==> config.mk <==
export PLATFORM = sky130hd
export DESIGN_NAME = hazard_ctrl
export DESIGN_NICKNAME = d
export VERILOG_FILES = /design/src/rtl/hazard_ctrl_pkg.sv /design/src/rtl/hazard_fwd_cmp.sv /design/src/rtl/hazard_ctrl.sv
export SDC_FILE = /design/constraint.sdc
export NUM_CORES = 1
export LEC_CHECK = 0
export ABC_AREA = 1
export CAP_MARGIN = 5
export CORE_MARGIN = 2
export CORE_UTILIZATION = 40
export DETAILED_ROUTE_END_ITERATION = 7
export PLACE_DENSITY = 0.67
export SETUP_SLACK_MARGIN = 0.02
export SKIP_LAST_GASP = 1
export SLEW_MARGIN = 20
export SYNTH_ARGS = -nofsm -noshare
export SYNTH_HDL_FRONTEND = slang
export SYNTH_SLANG_ARGS = --single-unit
==> constraint.sdc <==
create_clock -name clk -period 1.73 [get_ports clk]
set_clock_uncertainty 0.1 [all_clocks]
set_input_delay 0.173 -clock clk [delete_from_list [all_inputs] [get_ports clk]]
set_output_delay 0.173 -clock clk [all_outputs]
set_load 0.05 [all_outputs]
==> src/rtl/hazard_ctrl_pkg.sv <==
// ============================================================================
// Module      : hazard_ctrl_pkg
// Description : Shared types and constants for the hazard controller
// Revision    : 1.0 - initial release
// ============================================================================
`default_nettype none

package hazard_ctrl_pkg;

  typedef enum logic [1:0] {
    ST_RUN      = 2'd0,
    ST_MEM_WAIT = 2'd1,
    ST_FLUSH    = 2'd2
  } hz_state_e;

  // Scoreboard entry flags; the register address is held alongside with RA_W bits
  typedef struct packed {
    logic v;
    logic reg_write;
    logic mem_read;
    logic mem_op;
  } sb_entry_t;

  localparam int SB_FLAG_W = $bits(sb_entry_t);
  localparam int CNT_W     = 3;
  localparam int PERF_W    = 32;
  localparam int REG_ZERO  = 0;

  function automatic logic [PERF_W-1:0] sat_inc(input logic [PERF_W-1:0] val);
    return (&val) ? val : val + 1'b1;
  endfunction

endpackage

`default_nettype wire

==> src/rtl/hazard_fwd_cmp.sv <==
// ============================================================================
// Module      : hazard_fwd_cmp
// Description : Per-operand scoreboard match with EX-over-MEM priority
// Revision    : 1.0 - initial release
// ============================================================================
`default_nettype none

module hazard_fwd_cmp
  import hazard_ctrl_pkg::*;
#(
  parameter int RA_W = 5
) (
  input  logic [RA_W-1:0] i_rs,
  input  logic            i_use,
  input  logic            i_ex_v,
  input  logic            i_ex_rw,
  input  logic            i_ex_mr,
  input  logic [RA_W-1:0] i_ex_rd,
  input  logic            i_mem_v,
  input  logic            i_mem_rw,
  input  logic [RA_W-1:0] i_mem_rd,
  output logic            o_fwd_ex,
  output logic            o_fwd_mem,
  output logic            o_ld_use
);

  localparam logic [RA_W-1:0] C_RD_ZERO = RA_W'(REG_ZERO);

  logic w_ex_match;
  logic w_mem_match;

  assign w_ex_match  = i_ex_v & i_ex_rw & (i_ex_rd != C_RD_ZERO) & (i_ex_rd == i_rs) & i_use;
  assign w_mem_match = i_mem_v & i_mem_rw & (i_mem_rd != C_RD_ZERO) & (i_mem_rd == i_rs) & i_use;

  // A load in EX cannot forward yet; it is reported as a load-use hazard instead
  assign o_fwd_ex  = w_ex_match & ~i_ex_mr;
  assign o_fwd_mem = w_mem_match & ~o_fwd_ex;
  assign o_ld_use  = w_ex_match & i_ex_mr;

endmodule

`default_nettype wire

==> src/rtl/hazard_ctrl.sv <==
// ============================================================================
// Module      : hazard_ctrl
// Description : ID/EX hazard controller: scoreboard, forwarding, stalls,
//               branch flush and memory-wait freeze.
//               Optional HAZARD_CTRL_PERF_EN adds saturating perf counters.
// Revision    : 1.0 - initial release
// ============================================================================
`default_nettype none

module hazard_ctrl
  import hazard_ctrl_pkg::*;
#(
  parameter int FLUSH_CYCLES = 2,
  parameter int RA_W         = 5
) (
  input  logic            clk,
  input  logic            rst,
  input  logic            id_valid,
  input  logic [RA_W-1:0] id_rs1,
  input  logic [RA_W-1:0] id_rs2,
  input  logic            id_use1,
  input  logic            id_use2,
  input  logic [RA_W-1:0] id_rd,
  input  logic            id_RegWrite,
  input  logic            id_MemRead,
  input  logic            id_MemWrite,
  input  logic            br_taken,
  input  logic            mem_ready,
  output logic            fwd_ex_1,
  output logic            fwd_ex_2,
  output logic            fwd_mem_1,
  output logic            fwd_mem_2,
  output logic            stall_pc,
  output logic            stall_ifid,
  output logic            clear_idex,
  output logic            flush_ifid,
  output logic            freeze,
  output logic            mem_req
`ifdef HAZARD_CTRL_PERF_EN
  ,
  output logic [PERF_W-1:0] perf_ld_stalls,
  output logic [PERF_W-1:0] perf_mem_wait,
  output logic [PERF_W-1:0] perf_flush
`endif
);

  localparam logic [CNT_W-1:0] C_FLUSH_INIT = CNT_W'(FLUSH_CYCLES - 1);

  hz_state_e        r_state;
  hz_state_e        w_next_state;
  logic [CNT_W-1:0] r_cnt;
  logic [CNT_W-1:0] w_cnt_next;

  sb_entry_t        r_ex;
  sb_entry_t        w_id_entry;
  logic [RA_W-1:0]  r_ex_rd;
  logic             r_mem_v;
  logic             r_mem_rw;
  logic             r_mem_op;
  logic [RA_W-1:0]  r_mem_rd;

  logic w_ld_use_1;
  logic w_ld_use_2;
  logic w_ld_use;
  logic w_mem_busy;
  logic w_mem_hazard;
  logic w_resume;

  hazard_fwd_cmp #(.RA_W(RA_W)) u_fwd1 (
    .i_rs      (id_rs1),
    .i_use     (id_use1),
    .i_ex_v    (r_ex.v),
    .i_ex_rw   (r_ex.reg_write),
    .i_ex_mr   (r_ex.mem_read),
    .i_ex_rd   (r_ex_rd),
    .i_mem_v   (r_mem_v),
    .i_mem_rw  (r_mem_rw),
    .i_mem_rd  (r_mem_rd),
    .o_fwd_ex  (fwd_ex_1),
    .o_fwd_mem (fwd_mem_1),
    .o_ld_use  (w_ld_use_1)
  );

  hazard_fwd_cmp #(.RA_W(RA_W)) u_fwd2 (
    .i_rs      (id_rs2),
    .i_use     (id_use2),
    .i_ex_v    (r_ex.v),
    .i_ex_rw   (r_ex.reg_write),
    .i_ex_mr   (r_ex.mem_read),
    .i_ex_rd   (r_ex_rd),
    .i_mem_v   (r_mem_v),
    .i_mem_rw  (r_mem_rw),
    .i_mem_rd  (r_mem_rd),
    .o_fwd_ex  (fwd_ex_2),
    .o_fwd_mem (fwd_mem_2),
    .o_ld_use  (w_ld_use_2)
  );

  assign w_ld_use     = w_ld_use_1 | w_ld_use_2;
  assign w_mem_busy   = r_mem_v & r_mem_op;
  assign w_mem_hazard = w_mem_busy & ~mem_ready;

  always_comb begin
    w_next_state = r_state;
    w_cnt_next   = r_cnt;
    stall_pc     = 1'b0;
    stall_ifid   = 1'b0;
    clear_idex   = 1'b0;
    flush_ifid   = 1'b0;
    freeze       = 1'b0;
    mem_req      = 1'b0;
    w_resume     = 1'b0;

    case (r_state)
      ST_RUN: begin
        mem_req = w_mem_busy;
        if (w_mem_hazard) begin
          freeze       = 1'b1;
          stall_pc     = 1'b1;
          stall_ifid   = 1'b1;
          w_next_state = ST_MEM_WAIT;
        end else begin
          w_resume = 1'b1;
        end
      end
      ST_MEM_WAIT: begin
        // EX is frozen, so a pending branch is still asserted on the release cycle
        if (!mem_ready) begin
          freeze     = 1'b1;
          stall_pc   = 1'b1;
          stall_ifid = 1'b1;
          mem_req    = 1'b1;
        end else begin
          w_next_state = ST_RUN;
          w_resume     = 1'b1;
        end
      end
      ST_FLUSH: begin
        mem_req = w_mem_busy;
        if (w_mem_hazard) begin
          freeze     = 1'b1;
          stall_pc   = 1'b1;
          stall_ifid = 1'b1;
        end else begin
          flush_ifid = 1'b1;
          clear_idex = 1'b1;
          if (r_cnt == '0) begin
            w_next_state = ST_RUN;
          end else begin
            w_cnt_next = r_cnt - 1'b1;
          end
        end
      end
      default: begin
        w_next_state = ST_RUN;
      end
    endcase

    if (w_resume) begin
      if (br_taken) begin
        w_next_state = ST_FLUSH;
        w_cnt_next   = C_FLUSH_INIT;
      end else if (w_ld_use) begin
        stall_pc   = 1'b1;
        stall_ifid = 1'b1;
        clear_idex = 1'b1;
      end
    end
  end

  always_comb begin
    w_id_entry           = '0;
    w_id_entry.v         = id_valid & ~clear_idex;
    w_id_entry.reg_write = id_RegWrite;
    w_id_entry.mem_read  = id_MemRead;
    w_id_entry.mem_op    = id_MemRead | id_MemWrite;
    if (!w_id_entry.v) begin
      w_id_entry = '0;
    end
  end

  always_ff @(posedge clk or negedge rst) begin
    if (!rst) begin
      r_state  <= ST_RUN;
      r_cnt    <= '0;
      r_ex     <= '0;
      r_ex_rd  <= '0;
      r_mem_v  <= 1'b0;
      r_mem_rw <= 1'b0;
      r_mem_op <= 1'b0;
      r_mem_rd <= '0;
    end else begin
      r_state <= w_next_state;
      r_cnt   <= w_cnt_next;
      if (!freeze) begin
        r_mem_v  <= r_ex.v;
        r_mem_rw <= r_ex.reg_write;
        r_mem_op <= r_ex.mem_op;
        r_mem_rd <= r_ex_rd;
        r_ex     <= w_id_entry;
        r_ex_rd  <= id_rd;
      end
    end
  end

`ifdef HAZARD_CTRL_PERF_EN
  logic [PERF_W-1:0] r_perf_ld;
  logic [PERF_W-1:0] r_perf_mw;
  logic [PERF_W-1:0] r_perf_fl;

  // stall_pc together with clear_idex only occurs for a load-use bubble
  always_ff @(posedge clk or negedge rst) begin
    if (!rst) begin
      r_perf_ld <= '0;
      r_perf_mw <= '0;
      r_perf_fl <= '0;
    end else begin
      if (stall_pc & clear_idex) r_perf_ld <= sat_inc(r_perf_ld);
      if (freeze)                r_perf_mw <= sat_inc(r_perf_mw);
      if (flush_ifid)            r_perf_fl <= sat_inc(r_perf_fl);
    end
  end

  assign perf_ld_stalls = r_perf_ld;
  assign perf_mem_wait  = r_perf_mw;
  assign perf_flush     = r_perf_fl;
`endif

endmodule

`default_nettype wire

After elaboration in Yosys (flattened, before gate mapping)
Index checks and enable logic that the tools add are counted.
- output and inout port bits: 10
- flip-flop bits (word level): 22
- bits of input ports: 25
- logic and storage cells: 78
- equality and inequality tests: 6
- mux-type cells: 27
- reductions and logical operators: 5
- bitwise operators: 28
- $add $sub $neg: 1
- operators with widths (operator ; number):
    $and A1 B1 Y1 ; 21
    $eq A5 B5 Y1 ; 4
    $mux W3 ; 5
    $mux W2 ; 6
    $mux W1 ; 11
    $reduce_bool A5 Y1 ; 2
    $pmux W1 S2 ; 3
    $pmux W2 S3 ; 1
    $not A1 Y1 ; 5
    $mux W4 ; 1
    $logic_not A3 Y1 ; 1
    $sub A3 B1 Y3 const B ; 1
    $eq A2 B1 Y1 const B ; 1
    $eq A2 B2 Y1 const B ; 1
    $logic_not A2 Y1 ; 1
    $or A1 B1 Y1 ; 2
    $reduce_or A2 Y1 ; 1

Logic depth before layout (Yosys ltp)
Gate-level depths: netlist of the first run.
- depth after elaboration: 12
- gate-level depth with buffers: 10
- depth with buffers taken out: 10

Modules after synthesis
A second synthesis of the first run with hierarchy kept.
- cell total of the unflattened synthesis: 234
- area total of the unflattened synthesis: 1576.5 µm²
- by module, submodules not included (module ; times used ; cells each ; sequential area each (µm²) ; area an instance (µm²)):
    hazard_ctrl ; 1 ; 124 ; 550.5 ; 1103.6
    hazard_fwd_cmp ; 2 ; 55 ; 0.0 ; 236.5

Worst setup path before layout of the first run
No wires, ideal clock.
- path kind: reg-to-output
- from: register r_mem_v
- to: output clear_idex
- required time: 1.457 ns
- buffers on the path: 0
- cell stages (with the launch flop): 6
- data arrival time: 1.882 ns
- slack: -0.425 ns
- cell sequence: dfrtp_1 > nand2_1 > nor2_4 > nor3_2 > inv_1 > nand2_1
- word-level cells in the longest chain between the ends: 7
- elaborated cells on any way between the ends: 8
- those cells by class: mux (6); bitwise (2)
- ends and longest elaborated chain (element ; line ; RTL):
    start, declared ; hazard_ctrl.sv:57 ; logic r_mem_v;
    start signal, assigned ; hazard_ctrl.sv:196 ; r_mem_v <= r_ex.v;
    $and A1 B1 Y1 (*) ; hazard_ctrl.sv:100 ; assign w_mem_busy = r_mem_v & r_mem_op;
    $and A1 B1 Y1 (*) ; hazard_ctrl.sv:101 ; assign w_mem_hazard = w_mem_busy & ~mem_ready;
    $mux W1 (*) (2 in a row) ; -- ;
    via flush_ifid ; hazard_ctrl.sv:36 ; output logic flush_ifid,
    $mux W1 ; hazard_ctrl.sv:163 ; end else if (w_ld_use) begin
    $mux W1 ; hazard_ctrl.sv:160 ; if (br_taken) begin
    $mux W1 (*) ; hazard_ctrl.sv:159 ; if (w_resume) begin
    end, declared ; hazard_ctrl.sv:35 ; output logic clear_idex,
Mark *: on every way through the listed nets, which the timed path passes. The rest lies on a longest branch.

Worst setup path after layout of the first run
- from: register r_ex_rd[4]
- to: output fwd_ex_2
- word-level cells in the longest chain between the ends: 5
- elaborated cells on any way between the ends: 6
- those cells by class: eq/ne (1); bitwise (4); reduce/logical (1)
- ends and longest elaborated chain (element ; line ; RTL):
    start, declared ; hazard_ctrl.sv:56 ; logic [RA_W-1:0] r_ex_rd;
    start signal, assigned ; hazard_ctrl.sv:201 ; r_ex_rd <= id_rd;
    $reduce_bool A5 Y1 ; hazard_fwd_cmp.sv:32 ; assign w_ex_match = i_ex_v & i_ex_rw & (i_ex_rd != C_RD_ZERO) & (i_ex_rd == i_rs) & i_use;
    $and A1 B1 Y1 ; hazard_fwd_cmp.sv:32 ;
    $and A1 B1 Y1 (*) (2 in a row) ; hazard_fwd_cmp.sv:32 ;
    $and A1 B1 Y1 (*) ; hazard_fwd_cmp.sv:36 ; assign o_fwd_ex = w_ex_match & ~i_ex_mr;
    end, declared ; hazard_ctrl.sv:30 ; output logic fwd_ex_2,
Every way passes the cells marked *; elsewhere a longest branch is shown, timed or not.

==> impl_metrics.toml, run 1 <==
[run_status]
outcome = "complete, but fails checks"
violations = "negative setup slack"

[grt]
grt_overflow = 0
globalRouteMet3Util_pct = 2.321
grt.met1_usage_pct = 27.12
busiest_layer = "met2"
grt_antenna_before_repair = 0
grt_use_total_pct = 21.47
grt_max_degree = 23
grt_pass1_wl_um = 6706
grt_pass1_vias = 1580
use_met2_pct = 38.16

[worst_setup_path]
slowest_stage = "dfrtp_1"
cp-end-kind = "primary output"
slowest_delay_ns = 0.39
path_cells = "inv_2 > buf_6 > nand3_4 > nand2_4 > nor4_4 > buf_4 > and2_4 > buf_12"
worstSetupPathType = "reg -> out"
r2r-start = "r_ex_rd[4]"
cp_data_required_time_ns = 1.46
r2r-end = "r_ex[2]"
crit_fanout = 3
start_kind = "flip-flop"
reg2reg_slack_ns = -0.11
crit_arrival_ns = 1.73
cp_num_cells = 8
cpLargestDelayFamily = "simple AND/OR/NAND/NOR gates"
reg2reg_depth = 14
critPathBufInv = 4
startpoint = "r_ex_rd[4]"

[detailed_routing]
dr.pass1.iters = 4
drt-wirelength-per-cell_um = 12.74
vias = 1534
antenna_left = 0
first_iter_violations = 71
vias_per_cell = 4.794
drcViolationCount = 0
drt_wl_total_um = 4076

[power_and_ir_drop]
p_leak_nw = 1.210
powerDensity_nw_per_um2 = 901.7
max-vdd-ir-drop_mv = 0.9111
totalPowerFinal_w = 0.002152

[yosys]
synth_top_area_share_pct = 38.60
synth_edf_count = 0
yosysSeqAreaShare_pct = 38.60
ys_types = 25
yosys_most_used_dff = "dfrtp_1"
syn_area_um2 = 1426
yosysTopAreaCell = "dfrtp_1"
synth_async_sr_flop_share_pct = 100.0
synth_most_common_cell = "nand2_1"
synth_nets = 228
synth-seq-cells = 22
ys_warn_count = 0
synth_area_leaders = "dfrtp_1 39%, nand2_1 18%, inv_1 8.4%"
avgSynthCellArea_um2 = 7.096
syn_inst = 201
netlist_top_cells_count = "68 x nand2_1, 32 x inv_1, 22 x dfrtp_1"

[clock_tree]
cts_tree = "built"
clock_tree.htree_level_count = 1
clockBufferDepth = 2
clock_sinks = 22
root_buffer = "clkbuf_4"
cts_buffers = 3
clk_pin_slew_ns = 0.11
clkLatencyLatePin_ns = 0.30

[cells_and_area]
layout.nets = 303
n_fill_cell = 276
syn_to_final_growth_pct = 67.28
drive_gt1_share_pct = 35.77
insertedDiodeCount = 0
seqCellArea_um2 = 550.5
multi_input_area_um2 = 872.1
stdcell_area_um2 = 2386

[min_path]
hold_path_class = "in -> async"

[sta]
rsz0062_at_grt = "true"
slew_violations = 0
worst_pin_slew_ns = 0.2930
finalHoldViolCount = 0
finalSetupTns_ns = -2.005
setup_violations = 13
period_share_pct = 115.6
relSlewSlack_pct = 80.47
fin_ws_ns = -0.2695
period_minus_slack_ns = 1.999
max_freq_ghz = 0.5001

[place]
io_buffer_count = 34
post_dp_cell_area_um2 = 2095
gp_congestion = 0.8901
dp_hpwl_um = 2880

[floorplanning]
core_area_um2 = 3390
io-pin-count = 35
start_util_pct = 42.08
die_y_um = 63.72
num_rows = 21
die_width_um = 63.72
dieArea_um2 = 4060

[flow_run]
maxCapViolations = 0
[report_power, final]
part / switching, W / internal [W]
logic: 0.000620 / 0.000570
registers: 0.000104 / 0.000632
clock network: 0.000145 / 0.0000812
[per-layer routing]
| layer | vias up | part of all wire, % |
|---|---|---|
| li1 | 785 | - |
| met1 | 713 | 44 |
| met2 | 30 | 51 |
| met3 | 6 | 3.3 |
| met4 | 0 | 1.2 |
| met5 | - | 0 |
[worst max path at each step]
stage	end	slack (ns)
after global placement	fwd_ex_2	-0.25
after global routing	fwd_ex_2	-0.38
final	fwd_ex_2	-0.27
after detailed placement	stall_pc	-0.19
after floorplan	clear_idex	-0.08
after CTS	fwd_ex_2	-0.25
[per-stage QoR]
step                      cells  hold WS, ns  util (%)  worst slack, ns
after floorplan             201      -0.2226         -         -0.08039
after CTS                   316       0.1130     66.45          -0.2513
after global placement      306       0.3425     61.79          -0.2468
after global routing        320       0.1561     70.40          -0.3783
final                       320       0.1086     70.40          -0.2695
after detailed placement    306       0.3564     61.79          -0.1869
[layout by cell type (no fill, tap or decap), types with 5 or more instances in the layout]
master,synthesis,final
buf_12,0,8
a21oi_1,8,6
xor2_1,5,5
nor2_1,14,9
o21ai_2,6,6
buf_4,1,30
nand4_1,7,7
o21ai_0,9,7
clkdlybuf4s50_1,0,24
nand2_2,0,5
nand2_4,0,7
dfrtp_1,22,22
nand2_1,68,56
inv_1,32,24
buf_6,2,12
inv_2,0,7
nand3_1,11,7
[flip-flops by register name (all words and copies together), names as in the netlist]
name	flops
r_cnt	3
r_ex	4
r_ex_rd	5
r_mem_op	1
r_mem_rd	5
r_mem_rw	1
r_mem_v	1
r_state	2
[cell type report]
cell class | instances | share of cell area, %
inverters | 32 | 5.139
well taps | 46 | 2.412
clock buffers | 3 | 0.9439
flip-flops and latches | 22 | 23.07
multi-input cells | 143 | 36.55
repair buffers | 74 | 31.88
[timing repair]
action | in CTS | in global routing
hold buffers | 0 | 0
buffers inserted | 7 | 6
pin swaps | 10 | 12
setup endpoints to repair | 9 | 15
gates resized for setup | 32 | 26
[cell families after synthesis]
family	share of synthesized area, %
DFF	38.60
xor gates and xnor gates	4.298
and+or+nand+nor	32.02
adders and majority gates	1.754
AOI/OAI and AO/OA	11.76
buffers and inverters	11.58
Note: power is estimated with default switching activity, not from simulation.
==> inputs of run 2 (changes only) <==
--- a/config.mk
+++ b/config.mk
@@ -9,6 +9,7 @@
 export CAP_MARGIN = 5
 export CORE_MARGIN = 2
 export CORE_UTILIZATION = 40
+export CTS_BUF_LIST = sky130_fd_sc_hd__clkbuf_8
 export DETAILED_ROUTE_END_ITERATION = 7
 export PLACE_DENSITY = 0.67
 export SETUP_SLACK_MARGIN = 0.02
==> run 2 against run 1 <==
The flow still finishes with violations (negative setup slack). Die area is the same. Cell count shrank 0.63%. Global-route usage shrank 0.53 points. Non-clock buffer count shrank 2. Utilization shrank 1.8 points. Register-to-register slack gained 0.13 ns. Clock power grew 36%.
==> impl_metrics.toml, run 2 (same netlist as run 1, synthesis figures left out) <==
[sta]
period_share_pct = 110.4
slew_violations = 0
setup_violations = 7
rsz0062_at_grt = "true"
relSlewSlack_pct = 80.47
period_minus_slack_ns = 1.909
fin_ws_ns = -0.1791
worst_pin_slew_ns = 0.2930
finalHoldViolCount = 0
max_freq_ghz = 0.5238

[cells_and_area]
seqCellArea_um2 = 551.8
stdcell_count = 318
multi_input_area_um2 = 822.0
insertedDiodeCount = 0
layout_common_cells = "57 x nand2_1, 34 x buf_4, 24 x inv_1, 21 x dfrtp_1, 20 x clkdlybuf4s50_1"
final_common_cell = "nand2_1"
n_fill_cell = 284
syn_to_final_growth_pct = 62.98
top_regs = "r_ex_rd x5, r_mem_rd x5, r_ex x4"
layout.nets = 301
drive_gt1_share_pct = 33.82

[grt]
grt_pass1_vias = 1590
grt_use_total_pct = 20.95
grt_pass1_wl_um = 6603
grt_overflow = 0
grt_antenna_before_repair = 0
grt_max_degree = 23

[worst_setup_path]
critPathBufInv = 3
cp_common_cell = "nand2_2"
cpLargestDelayFamily = "simple AND/OR/NAND/NOR gates"
crit_fanout = 4
slowest_delay_ns = 0.39
worstSetupPathType = "reg -> out"
path_cells = "inv_2 > nand2_2 > nand2_2 > nand2_2 > nor4_2 > buf_4 > and2_4 > buf_12"
cp-end-kind = "primary output"
slowest_stage = "dfrtp_1"
crit_arrival_ns = 1.64
cp_data_required_time_ns = 1.46
start_kind = "flip-flop"

[detailed_routing]
drt-wirelength-per-cell_um = 11.96
vias = 1525
first_iter_violations = 65
antenna_left = 0
vias_per_cell = 4.796
drt_wl_total_um = 3802
drcViolationCount = 0
dr.pass1.iters = 6

[power_and_ir_drop]
p_leak_nw = 1.216
max-vdd-ir-drop_mv = 1.021
powerDensity_nw_per_um2 = 919.7
totalPowerFinal_w = 0.002138

[clock_tree]
cts_buffers = 3
clockBufferDepth = 2
root_buffer = "clkbuf_8"
clk_pin_slew_ns = 0.07
clkLatencyLatePin_ns = 0.26
cts_tree = "built"
clock_sinks = 22
clock_tree.htree_level_count = 1

[floorplanning]
die_width_um = 63.72
start_util_pct = 42.08
core_area_um2 = 3390
die_y_um = 63.72
io-pin-count = 35
num_rows = 21
dieArea_um2 = 4060

[place]
dp_hpwl_um = 2880
gp_congestion = 0.8901
dp.cells = 306
io_buffer_count = 34

[run_status]
violations = "negative setup slack"
outcome = "complete, but fails checks"

[flow_run]
maxCapViolations = 0

[min_path]
hold_path_class = "in -> async"
-- run 2: cell count changes in the layout (fill, tap and decap cells not counted), moves of 3 or more --
cell	delta
buf_6	-6
buf_4	+4
clkdlybuf4s50_1	-4
nand2_4	-4
clkbuf_4	-3
clkbuf_8	+3
dlymetal6s2s_1	+3
nand2_2	+3
nor2_1	+3
nor2_2	-3
-- run 2: what timing repair did --
action	in CTS	in global routing
hold endpoints to repair	0	0
setup buffers	6	4
pin swaps	11	13
hold buffers	0	0
endpoints found under the setup margin	9	15
resized for setup	34	12
-- run 2: final cells by class --
cell class / count / area share, %
timing repair buffer: 72 / 31.38
tap: 46 / 2.476
inverter: 32 / 5.275
multi-input combinational: 143 / 35.36
sequential: 22 / 23.74
clock buffer: 3 / 1.776
-- run 2: power by group --
group / leakage, nW / switching (W) / internal [W]
logic: 0.924 / 0.000578 / 0.000518
clock network: 0.0216 / 0.000153 / 0.000155
registers: 0.271 / 0.0000999 / 0.000634
total: 1.22 / 0.000831 / 0.00131
-- run 2: path summary, 6_finish.rpt --
kind	cells after the start	to	slack, ns	start
worst min-delay path	2	r_mem_rd[1]	0.16	rst
max in group asynchronous	2	r_mem_rd[3]	1.11	rst
worst max-delay path	8	fwd_ex_2	-0.18	r_ex_rd[4]
worst max register to register	11	r_ex[2]	0.02	r_ex_rd[1]
min in group clk	3	r_ex_rd[1]	0.36	id_rd[1]
worst min register to register	1	r_state[0]	0.36	r_state[1]
-- run 2: through the flow --
step / TNS [ns] / instance area [µm²] / utilization [%] / hold slack (ns) / setup slack, ns
after floorplan: -0.1178 / 1456 / - / -0.2226 / -0.08039
after global placement: -2.056 / 2095 / 61.79 / 0.3425 / -0.2468
after detailed placement: -2.225 / 2095 / 61.79 / 0.3564 / -0.1869
after CTS: -0.8764 / 2263 / 66.78 / 0.1711 / -0.1873
after global routing: -2.097 / 2325 / 68.59 / 0.2171 / -0.2555
final: -0.8984 / 2325 / 68.59 / 0.1648 / -0.1791
-- run 2: metal layers --
layer,vias up,track usage (%),share of wire [%]
met5,-,0,0
li1,780,-,-
met1,699,25.99,45
met4,0,5.978,1.6
met3,9,3.393,3.8
met2,37,37.24,49
-- run 2: worst reg2reg max path: cells and delay by family, from the launching register on --
kind / cells / cell delay (ns)
and+or+nand+nor: 7 / 0.67
DFF: 1 / 0.41
buffers and inverters: 3 / 0.35
AOI/OAI and AO/OA: 1 / 0.08
==> inputs of run 3 (changes only) <==
--- a/config.mk
+++ b/config.mk
@@ -9,7 +9,6 @@
 export CAP_MARGIN = 5
 export CORE_MARGIN = 2
 export CORE_UTILIZATION = 40
-export CTS_BUF_LIST = sky130_fd_sc_hd__clkbuf_8
 export DETAILED_ROUTE_END_ITERATION = 7
 export PLACE_DENSITY = 0.67
 export SETUP_SLACK_MARGIN = 0.02
==> results of run 3 <==
No change in the layout: final DEF, timing and power equal those of run 1.
